$ cat config.mk
export PLATFORM = sky130hd
export DESIGN_NAME = write_buffer_mp
export DESIGN_NICKNAME = d
export VERILOG_FILES = /design/src/rtl/wb_pkg.sv /design/src/rtl/wb_fifo.sv /design/src/rtl/write_buffer_mp.sv
export SDC_FILE = /design/constraint.sdc
export NUM_CORES = 1
export LEC_CHECK = 0
export ABC_AREA = 1
export CAP_MARGIN = 5
export CORE_ASPECT_RATIO = 1.4
export CORE_UTILIZATION = 46
export DETAILED_ROUTE_END_ITERATION = 16
export GPL_TIMING_DRIVEN = 0
export PLACE_DENSITY = 0.68
export SLEW_MARGIN = 20
export SYNTH_ARGS = -nofsm -noshare
export SYNTH_HDL_FRONTEND = slang
export SYNTH_HIERARCHICAL = 1
export SYNTH_SLANG_ARGS = --single-unit
$ cat constraint.sdc
create_clock -name clk -period 6.6 [get_ports clk]
set_input_delay 0.66 -clock clk [delete_from_list [all_inputs] [get_ports clk]]
set_output_delay 0.66 -clock clk [all_outputs]
set_load 0.05 [all_outputs]
$ cat src/rtl/wb_pkg.sv
// Shared types and constants for the posted write buffer.
// One-hot FSM encodings and entry field widths.
package wb_pkg;

    localparam int WORD_LSB = 2;
    localparam int STRB_W   = 4;

    typedef enum logic [3:0] {
        C_IDLE     = 4'b0001,
        C_RD_PEND  = 4'b0010,
        C_RD_DRAIN = 4'b0100,
        C_RD_WAIT  = 4'b1000
    } c_state_e;

    typedef enum logic [2:0] {
        M_IDLE  = 3'b001,
        M_WRITE = 3'b010,
        M_READ  = 3'b100
    } m_state_e;

endpackage

$ cat src/rtl/wb_fifo.sv
// Circular write-entry store with occupancy tracking and a
// parallel word-address match across all occupied entries.
module wb_fifo
    import wb_pkg::*;
#(
    parameter int DEPTH  = 4,
    parameter int ADDR_W = 32,
    parameter int DATA_W = 32,
    localparam int WA_W  = ADDR_W - WORD_LSB,
    localparam int PTR_W = $clog2(DEPTH),
    localparam int CNT_W = PTR_W + 1
) (
    input  logic              clk,
    input  logic              resetn,
    input  logic              push,
    input  logic [WA_W-1:0]   push_addr,
    input  logic [DATA_W-1:0] push_data,
    input  logic [STRB_W-1:0] push_strb,
    input  logic              pop,
    output logic [WA_W-1:0]   head_addr,
    output logic [DATA_W-1:0] head_data,
    output logic [STRB_W-1:0] head_strb,
    input  logic [WA_W-1:0]   match_addr,
    output logic              any_match,
    output logic [CNT_W-1:0]  count,
    output logic [CNT_W-1:0]  count_nxt,
    output logic              full
);

    logic [WA_W-1:0]   addr_q [DEPTH];
    logic [DATA_W-1:0] data_q [DEPTH];
    logic [STRB_W-1:0] strb_q [DEPTH];

    logic [PTR_W-1:0] wr_ptr_q, wr_ptr_d;
    logic [PTR_W-1:0] rd_ptr_q, rd_ptr_d;
    logic [CNT_W-1:0] count_q, count_d;
    logic             full_q, full_d;
    logic [PTR_W-1:0] off;

    always_comb begin
        wr_ptr_d = wr_ptr_q + PTR_W'(push);
        rd_ptr_d = rd_ptr_q + PTR_W'(pop);
        count_d  = count_q + CNT_W'(push) - CNT_W'(pop);
        full_d   = (count_d == CNT_W'(DEPTH));
    end

    always_ff @(posedge clk or negedge resetn) begin
        if (!resetn) begin
            wr_ptr_q <= '0;
            rd_ptr_q <= '0;
            count_q  <= '0;
            full_q   <= 1'b0;
        end else begin
            wr_ptr_q <= wr_ptr_d;
            rd_ptr_q <= rd_ptr_d;
            count_q  <= count_d;
            full_q   <= full_d;
        end
    end

    // Entry payload needs no reset: occupancy is tracked by count_q.
    always_ff @(posedge clk) begin
        if (push) begin
            addr_q[wr_ptr_q] <= push_addr;
            data_q[wr_ptr_q] <= push_data;
            strb_q[wr_ptr_q] <= push_strb;
        end
    end

    // Entry i is live when its distance from the head is below count.
    always_comb begin
        any_match = 1'b0;
        off       = '0;
        for (int i = 0; i < DEPTH; i++) begin
            off = PTR_W'(i) - rd_ptr_q;
            if ((CNT_W'(off) < count_q) && (addr_q[i] == match_addr))
                any_match = 1'b1;
        end
    end

    assign head_addr = addr_q[rd_ptr_q];
    assign head_data = data_q[rd_ptr_q];
    assign head_strb = strb_q[rd_ptr_q];
    assign count     = count_q;
    assign count_nxt = count_d;
    assign full      = full_q;

endmodule

$ cat src/rtl/write_buffer_mp.sv
// Posted write buffer between cache and main memory: writes drain in
// the background, reads bypass queued writes unless a word conflicts.
module write_buffer_mp
    import wb_pkg::*;
#(
    parameter int DEPTH  = 4,
    parameter int ADDR_W = 32,
    parameter int DATA_W = 32
) (
    input  logic              clk,
    input  logic              resetn,
    input  logic              c_valid,
    input  logic [ADDR_W-1:0] c_addr,
    input  logic [DATA_W-1:0] c_wdata,
    input  logic [3:0]        c_wstrb,
    output logic              c_ready,
    output logic [DATA_W-1:0] c_rdata,
    output logic              m_valid,
    output logic [ADDR_W-1:0] m_addr,
    output logic [DATA_W-1:0] m_wdata,
    output logic [3:0]        m_wstrb,
    input  logic              m_ready,
    input  logic [DATA_W-1:0] m_rdata,
    output logic              buf_empty,
    output logic              buf_full
);

    localparam int WA_W  = ADDR_W - WORD_LSB;
    localparam int CNT_W = $clog2(DEPTH) + 1;

    c_state_e          c_state_q, c_state_d;
    m_state_e          m_state_q, m_state_d;
    logic              c_ready_q, c_ready_d;
    logic [DATA_W-1:0] c_rdata_q, c_rdata_d;
    logic              m_valid_q, m_valid_d;
    logic [ADDR_W-1:0] m_addr_q, m_addr_d;
    logic [DATA_W-1:0] m_wdata_q, m_wdata_d;
    logic [3:0]        m_wstrb_q, m_wstrb_d;
    logic              buf_empty_q, buf_empty_d;

    logic              push, pop, any_match, full, req, done;
    logic [WA_W-1:0]   head_addr;
    logic [DATA_W-1:0] head_data;
    logic [3:0]        head_strb;
    logic [CNT_W-1:0]  count, count_nxt;

    wb_fifo #(.DEPTH(DEPTH), .ADDR_W(ADDR_W), .DATA_W(DATA_W)) u_fifo (
        .clk        (clk),
        .resetn     (resetn),
        .push       (push),
        .push_addr  (c_addr[ADDR_W-1:WORD_LSB]),
        .push_data  (c_wdata),
        .push_strb  (c_wstrb),
        .pop        (pop),
        .head_addr  (head_addr),
        .head_data  (head_data),
        .head_strb  (head_strb),
        .match_addr (c_addr[ADDR_W-1:WORD_LSB]),
        .any_match  (any_match),
        .count      (count),
        .count_nxt  (count_nxt),
        .full       (full)
    );

    // A request in its own c_ready cycle is ignored to avoid re-accepting it.
    assign req  = c_valid && !c_ready_q;
    assign done = m_valid_q && m_ready;

    always_comb begin
        c_state_d = c_state_q;
        m_state_d = m_state_q;
        c_ready_d = 1'b0;
        c_rdata_d = c_rdata_q;
        m_valid_d = m_valid_q;
        m_addr_d  = m_addr_q;
        m_wdata_d = m_wdata_q;
        m_wstrb_d = m_wstrb_q;
        push      = 1'b0;
        pop       = 1'b0;

        unique case (c_state_q)
            C_IDLE: begin
                if (req && (|c_wstrb) && !full) begin
                    push      = 1'b1;
                    c_ready_d = 1'b1;
                end else if (req && !(|c_wstrb)) begin
                    c_state_d = any_match ? C_RD_DRAIN : C_RD_PEND;
                end
            end
            C_RD_WAIT: begin
                if (m_state_q == M_READ && done) begin
                    c_state_d = C_IDLE;
                    c_ready_d = 1'b1;
                    c_rdata_d = m_rdata;
                end
            end
            C_RD_PEND, C_RD_DRAIN: ;
            default: c_state_d = C_IDLE;
        endcase

        unique case (m_state_q)
            M_IDLE: begin
                if (c_state_q == C_RD_PEND ||
                    (c_state_q == C_RD_DRAIN && count == '0)) begin
                    m_state_d = M_READ;
                    c_state_d = C_RD_WAIT;
                    m_valid_d = 1'b1;
                    m_addr_d  = {c_addr[ADDR_W-1:WORD_LSB], {WORD_LSB{1'b0}}};
                    m_wdata_d = '0;
                    m_wstrb_d = '0;
                end else if (count != '0) begin
                    m_state_d = M_WRITE;
                    m_valid_d = 1'b1;
                    m_addr_d  = {head_addr, {WORD_LSB{1'b0}}};
                    m_wdata_d = head_data;
                    m_wstrb_d = head_strb;
                end
            end
            M_WRITE: begin
                if (done) begin
                    pop       = 1'b1;
                    m_valid_d = 1'b0;
                    m_state_d = M_IDLE;
                end
            end
            M_READ: begin
                if (done) begin
                    m_valid_d = 1'b0;
                    m_state_d = M_IDLE;
                end
            end
            default: m_state_d = M_IDLE;
        endcase

        buf_empty_d = (count_nxt == '0) && (m_state_d == M_IDLE);
    end

    always_ff @(posedge clk or negedge resetn) begin
        if (!resetn) begin
            c_state_q   <= C_IDLE;
            m_state_q   <= M_IDLE;
            c_ready_q   <= 1'b0;
            c_rdata_q   <= '0;
            m_valid_q   <= 1'b0;
            m_addr_q    <= '0;
            m_wdata_q   <= '0;
            m_wstrb_q   <= '0;
            buf_empty_q <= 1'b1;
        end else begin
            c_state_q   <= c_state_d;
            m_state_q   <= m_state_d;
            c_ready_q   <= c_ready_d;
            c_rdata_q   <= c_rdata_d;
            m_valid_q   <= m_valid_d;
            m_addr_q    <= m_addr_d;
            m_wdata_q   <= m_wdata_d;
            m_wstrb_q   <= m_wstrb_d;
            buf_empty_q <= buf_empty_d;
        end
    end

    assign c_ready   = c_ready_q;
    assign c_rdata   = c_rdata_q;
    assign m_valid   = m_valid_q;
    assign m_addr    = m_addr_q;
    assign m_wdata   = m_wdata_q;
    assign m_wstrb   = m_wstrb_q;
    assign buf_empty = buf_empty_q;
    assign buf_full  = full;

endmodule

# Yosys cells after proc, flatten, opt, wreduce, memory -nomap -nowiden
# Memory sizes are Yosys's and may differ from the RTL's.
# Index checks and enable logic that the tools add are counted.
# op_classes
eq_ne	15
reduce_logical	27
mul	0
add_sub_neg	8
muxes	33
n_lt_le_gt_ge	4
bitwise_logic	0
n_shift	0
n_div	0
# ops
cell	count
$mux W32	4
$eq A30 B30 Y1	4
$mux W4	7
$mux W1	14
$logic_and A1 B1 Y1	12
$lt A2 B3 Y1	4
$mux W3	4
$pmux W4 S3	1
$eq A3 B1 Y1 const B	2
$eq A3 B3 Y1 const B	2
$logic_not A3 Y1	2
$pmux W3 S2	1
$add A2 B1 Y2	2
$eq A4 B1 Y1 const B	1
$eq A4 B2 Y1 const B	1
$eq A4 B3 Y1 const B	1
$eq A4 B4 Y1 const B	1
$pmux W1 S2	2
$reduce_and A2 Y1	2
$reduce_bool A2 Y1	2
$reduce_or A2 Y1	2
$reduce_or A4 Y1	1
$sub A1 B2 Y2 const A	2
$sub A2 B2 Y2 const A	2
9 further kinds	11
# totals
rom_bits	0
ramBits	264
reg_bits	118
inputBits	104
latch_bits	0
n_memories	3
output_inout_bits	104
# memory_table
memory	words	width	rd	rd_ports_with_merged_regs	write_ports	line_no	text
u_fifo.data_q	4	32	1	0	1	wb_fifo.sv:31	logic [DATA_W-1:0] data_q [DEPTH];
u_fifo.addr_q	4	30	5	0	1	wb_fifo.sv:30	logic [WA_W-1:0] addr_q [DEPTH];
u_fifo.strb_q	4	4	1	0	1	wb_fifo.sv:32	logic [STRB_W-1:0] strb_q [DEPTH];

# Depth between registers and ports, before layout
# depth
depth_word	13
ltp_mapped	17
mapped_depth_nobuf	16

# Cells and area by module
# Netlist, hierarchy kept.
# modules_own_cells
module	cells_per_inst	n_inst	area_each_um2
wb_fifo	1034	1	11944.0
write_buffer_mp	608	1	4853.4

# Worst setup path before layout
# No wires, ideal clock.
# synth_path
path_type	in2reg
from	input c_valid
to	memory u_fifo/addr_q[0][0] (netlist name) (enable)
t_required_ps	6029
arrival_time_ps	5567
n_path_buf	0
cell_stages	6
slack_ps	461
cell_sequence	inv_1 -> nor3_1 -> nand3_1 -> inv_1 -> inv_1 -> nor3_1
# synth_via
elab_chain_cells	7
# synth_lines
element	line_no	text
start, declared	write_buffer_mp.sv:12	input logic c_valid,
$logic_and A1 B1 Y1	write_buffer_mp.sv:66	assign req = c_valid && !c_ready_q;
$logic_and A1 B1 Y1 (2 in series)	write_buffer_mp.sv:83	if (req && (|c_wstrb) && !full) begin
$mux W1	write_buffer_mp.sv:83	
$mux W1	write_buffer_mp.sv:81	unique case (c_state_q)
named net push	write_buffer_mp.sv:41	logic push, pop, any_match, full, req, done;
$mux W1	wb_fifo.sv:63	if (push) begin
$mux W1 (implied by the code)	wb_fifo.sv:64	addr_q[wr_ptr_q] <= push_addr;
end, declared	wb_fifo.sv:30	
# The timed path passes the listed nets, and every way through them passes these cells.

# Final worst setup path
# layout_path
from	register u_fifo.rd_ptr_q[1]
to	register c_state_q[1]
# layout_via
elab_chain_cells	13
word_cells_on_any_way	22
cone_classes	add/sub (4); order compare (4); mux (10); reduce/logical (4)
# layout_lines
element	line_no	text
start, declared	wb_fifo.sv:35	logic [PTR_W-1:0] rd_ptr_q, rd_ptr_d;
start signal, assigned	wb_fifo.sv:55	rd_ptr_q <= rd_ptr_d;
$sub A1 B2 Y2	wb_fifo.sv:75	off = PTR_W'(i) - rd_ptr_q;
$lt A2 B3 Y1	wb_fifo.sv:76	if ((CNT_W'(off) < count_q) && (addr_q[i] == match_addr))
$logic_and A1 B1 Y1	wb_fifo.sv:76	
$mux W1 (3 in series)	wb_fifo.sv:76	
$mux W1 (*)	wb_fifo.sv:76	
named net any_match	write_buffer_mp.sv:41	
$mux W3 (*)	write_buffer_mp.sv:87	c_state_d = any_match ? C_RD_DRAIN : C_RD_PEND;
$mux W4 (*)	write_buffer_mp.sv:86	end else if (req && !(|c_wstrb)) begin
$mux W4 (*)	write_buffer_mp.sv:83	
$pmux W4 S3 (*)	write_buffer_mp.sv:81	
$mux W4	write_buffer_mp.sv:103	if (c_state_q == C_RD_PEND ||
$mux W4 (*)	write_buffer_mp.sv:101	unique case (m_state_q)
named net c_state_d[1]	write_buffer_mp.sv:31	c_state_e c_state_q, c_state_d;
end signal, assigned	write_buffer_mp.sv:150	c_state_q <= c_state_d;
end, declared	write_buffer_mp.sv:31	
# Mark *: on every way through the listed nets, which the timed path passes. The rest lies on a longest branch.
# A chain may end at the register's enable or synchronous reset.

==> metrics.yaml <==
cts_resized: 0
crit_buf_inv: 4
coreArea_um2: 35900
critPathMaxFanout: 10
die_area_um2: 37300
hp-start: "c_rdata[29]"
hold_path_class: "register to register"
critPathKind: "register to register"
synth-edff-count: 264
wl_mm: 48.6
rsz0062_at_grt: "no"
worstPathArrival_ps: 3530
outcome: "finished, final reports clean"
r2r_slack_ps: 3460
synth.distinct_cells: 39
rows: 82
postCtsHoldBufs: 1
r2r-start: "u_fifo/rd_ptr_q[1]"
cts_max_path_buffers: 3
ioPinCount: 208
postCtsSetupRepairBufs: 0
gp_congestion: 0.917
globalRouteOverflowTotal: 0
ir_worst_vdd_mv: 0.289
leakage_uw: 0.00885
drc: 0
multiInputGateArea_um2: 5170
crit_top_cell: "nand2_1"
seq_area_frac_synth: 0.645
fin_nets: 2041
seqCellArea_um2: 10800
max_slew_margin: 0.368
area_delta_synth_final_pct: 24.9
worstPathRequired_ps: 6980
die_w_um: 164
grt_antenna_before_repair: 3
first_pass_iters: 6
slew_viol_final: 0
grt_max_degree: 87
fin_crit_ps: 3140
tightest_slew_ps: 947
clk_latency_ps: 550
ys_warn_count: 6
final_core_util: 0.584
start_util: 0.468
startpoint_type: "register"
first_global_vias: 13100
max_stage_delay_ps: 490
whs_ps: 469
dr.first_iter.drc_count: 1299
async_flop_share: 0.305
startpoint: "u_fifo/rd_ptr_q[1]"
cts_tree: "yes"
crit_chain: "buf_2 > nand2_1 > buf_2 > nand2_1 > inv_1 > ha_1 > a21oi_1 > or2_0 > nand3_1 > nor2_1 > nor2_1 > nand2_1 > inv_1 > o21ai_0 > o22ai_1"
die_h_um: 228
cts-root-buf: "clkbuf_16"
cts_buffers: 38
wl_per_cell_um: 20.1
setup_violations: 0
vias: 13300
ys_seq_elements: 380
cpMaxStageDelayCell: "nand2_1"
crit_path_end_kind: "register"
drive_gt1_frac: 0.0807
fin_skew_ps: 31.3
grt_first_pass_wirelength_mm: 74.1
critPathTopFamily: "simple AND/OR/NAND/NOR gates"
hold_viol: 0
dp_hpwl_mm: 34.5
final_cell_mix: "533 x nand2_1, 264 x edfxtp_1, 217 x nand3_1"
port_buffers: 203
fillers: 3038
mostFrequentLayoutCell: "nand2_1"
routed_via_density: 5.48
power.density_nw_per_um2: 446
fmax_mhz: 318
synth_cells: 1642
clock_sinks: 380
fin_crit_sh: 0.476
htreeDepth: 2
maxCapViolCount: 0
synth_ff_type: "edfxtp_1"
syn_avg_cell_area_um2: 10.2
path_clk_slew_ps: 60
grt_use_total: 0.264
syn_area_um2: 16800
ant_nets: 0
[power by group]
| group | switching, µW | internal, µW |
|---|---|---|
| Combinational | 2720 | 1260 |
| Sequential | 248 | 3100 |
| Clock | 896 | 1140 |
| Total | 3860 | 5490 |
[final timing paths]
| path | endpoint | cells past startpoint |
|---|---|---|
| worst max-delay path | c_state_q[1] | 15 |
| worst min-delay path | c_rdata[29] | 2 |
| worst max register to register | c_state_q[1] | 15 |
| worst min register to register | c_rdata[29] | 2 |
| max in group asynchronous | c_state_q[0] | 3 |
| min in group asynchronous | m_addr[17] | 2 |
[Yosys cell counts (2+ instances only)]
| cell | count | area [µm²] |
|---|---|---|
| o21ai_1 | 18 | 90.1 |
| buf_6 | 4 | 45.0 |
| o211ai_1 | 11 | 82.6 |
| or2_2 | 2 | 12.5 |
| edfxtp_1 | 264 | 7930 |
| a21oi_1 | 4 | 20.0 |
| o221ai_1 | 13 | 114 |
| xnor2_1 | 30 | 263 |
| inv_2 | 3 | 11.3 |
| or2_0 | 2 | 12.5 |
| nor3_1 | 9 | 45.0 |
| xor2_1 | 19 | 166 |
| dfrtp_1 | 113 | 2830 |
| buf_1 | 3 | 11.3 |
| nor2_1 | 80 | 300 |
| a22oi_1 | 66 | 495 |
| buf_2 | 28 | 140 |
| nand3_1 | 217 | 1090 |
| nand4_1 | 3 | 18.8 |
| nor2_2 | 3 | 18.8 |
| nand2_4 | 2 | 22.5 |
| inv_1 | 110 | 413 |
| ha_1 | 8 | 100 |
| dfstp_2 | 3 | 78.8 |
| nand2_1 | 533 | 2000 |
| nand2_2 | 2 | 12.5 |
| clkbuf_1 | 34 | 128 |
| o21ai_0 | 39 | 195 |
| buf_4 | 9 | 67.6 |
[through the flow]
| step | std cells | setup TNS, ps | area [µm²] | worst slack [ps] | power [µW] |
|---|---|---|---|---|---|
| 2_1_floorplan | 1643 | 0 | 16800 | 461 | 5830 |
| 3_3_place_gp | 2308 | -1121380 | 19400 | -4330 | 7250 |
| 3_5_place_dp | 2349 | 0 | 19800 | 3060 | 7330 |
| 4_1_cts | 2419 | 0 | 21000 | 3520 | 9380 |
| 5_1_grt | 2420 | 0 | 21000 | 3290 | 9820 |
| 6_report | 2420 | 0 | 21000 | 3460 | 9350 |
[registers in the layout, summed over array words and instances (netlist names)]
| name | cells |
|---|---|
| buf_empty | 1 |
| c_rdata | 32 |
| c_ready | 1 |
| c_state_q | 4 |
| m_addr | 30 |
| m_state_q | 3 |
| m_valid | 1 |
| m_wdata | 32 |
| m_wstrb | 4 |
| u_fifo/addr_q | 120 |
| u_fifo/count | 3 |
| u_fifo/data_q | 128 |
| u_fifo/full | 1 |
| u_fifo/rd_ptr_q | 2 |
| u_fifo/strb_q | 16 |
| u_fifo/wr_ptr_q | 2 |
[tightest hold or removal path: stages, from the launching register on]
cell and delay (ps):
dfrtp_1 340, nand2_1 50, nand2_1 50
[routing by layer]
metal  global-route usage  vias to the layer above  part of all wire
li1                     -                     6145                 -
met1                0.316                     6465              0.37
met2                0.466                      527              0.52
met3               0.0398                      120             0.069
met4                0.111                        4             0.039
met5                    0                        -           0.00049
[logic make-up after synthesis]
group / after synthesis / synth area share
flops: 380 / 0.645
buf+inv: 192 / 0.0489
fa+ha+maj: 9 / 0.00715
other cells: 1 / 0.000223
simple gates: 857 / 0.213
xor+xnor: 49 / 0.0255
compound gates: 154 / 0.0607
[cell type report]
class	count	share of cell area
Buffer	79	0.0189
Clock inverter	14	0.00370
Tap cell	462	0.0276
Multi-Input combinational cell	1071	0.246
Sequential cell	380	0.516
Antenna cell	1	0.000119
Timing Repair Buffer	245	0.116
Clock buffer	55	0.0513
Inverter	113	0.0202
Note: power is estimated with default switching activity, not from simulation.
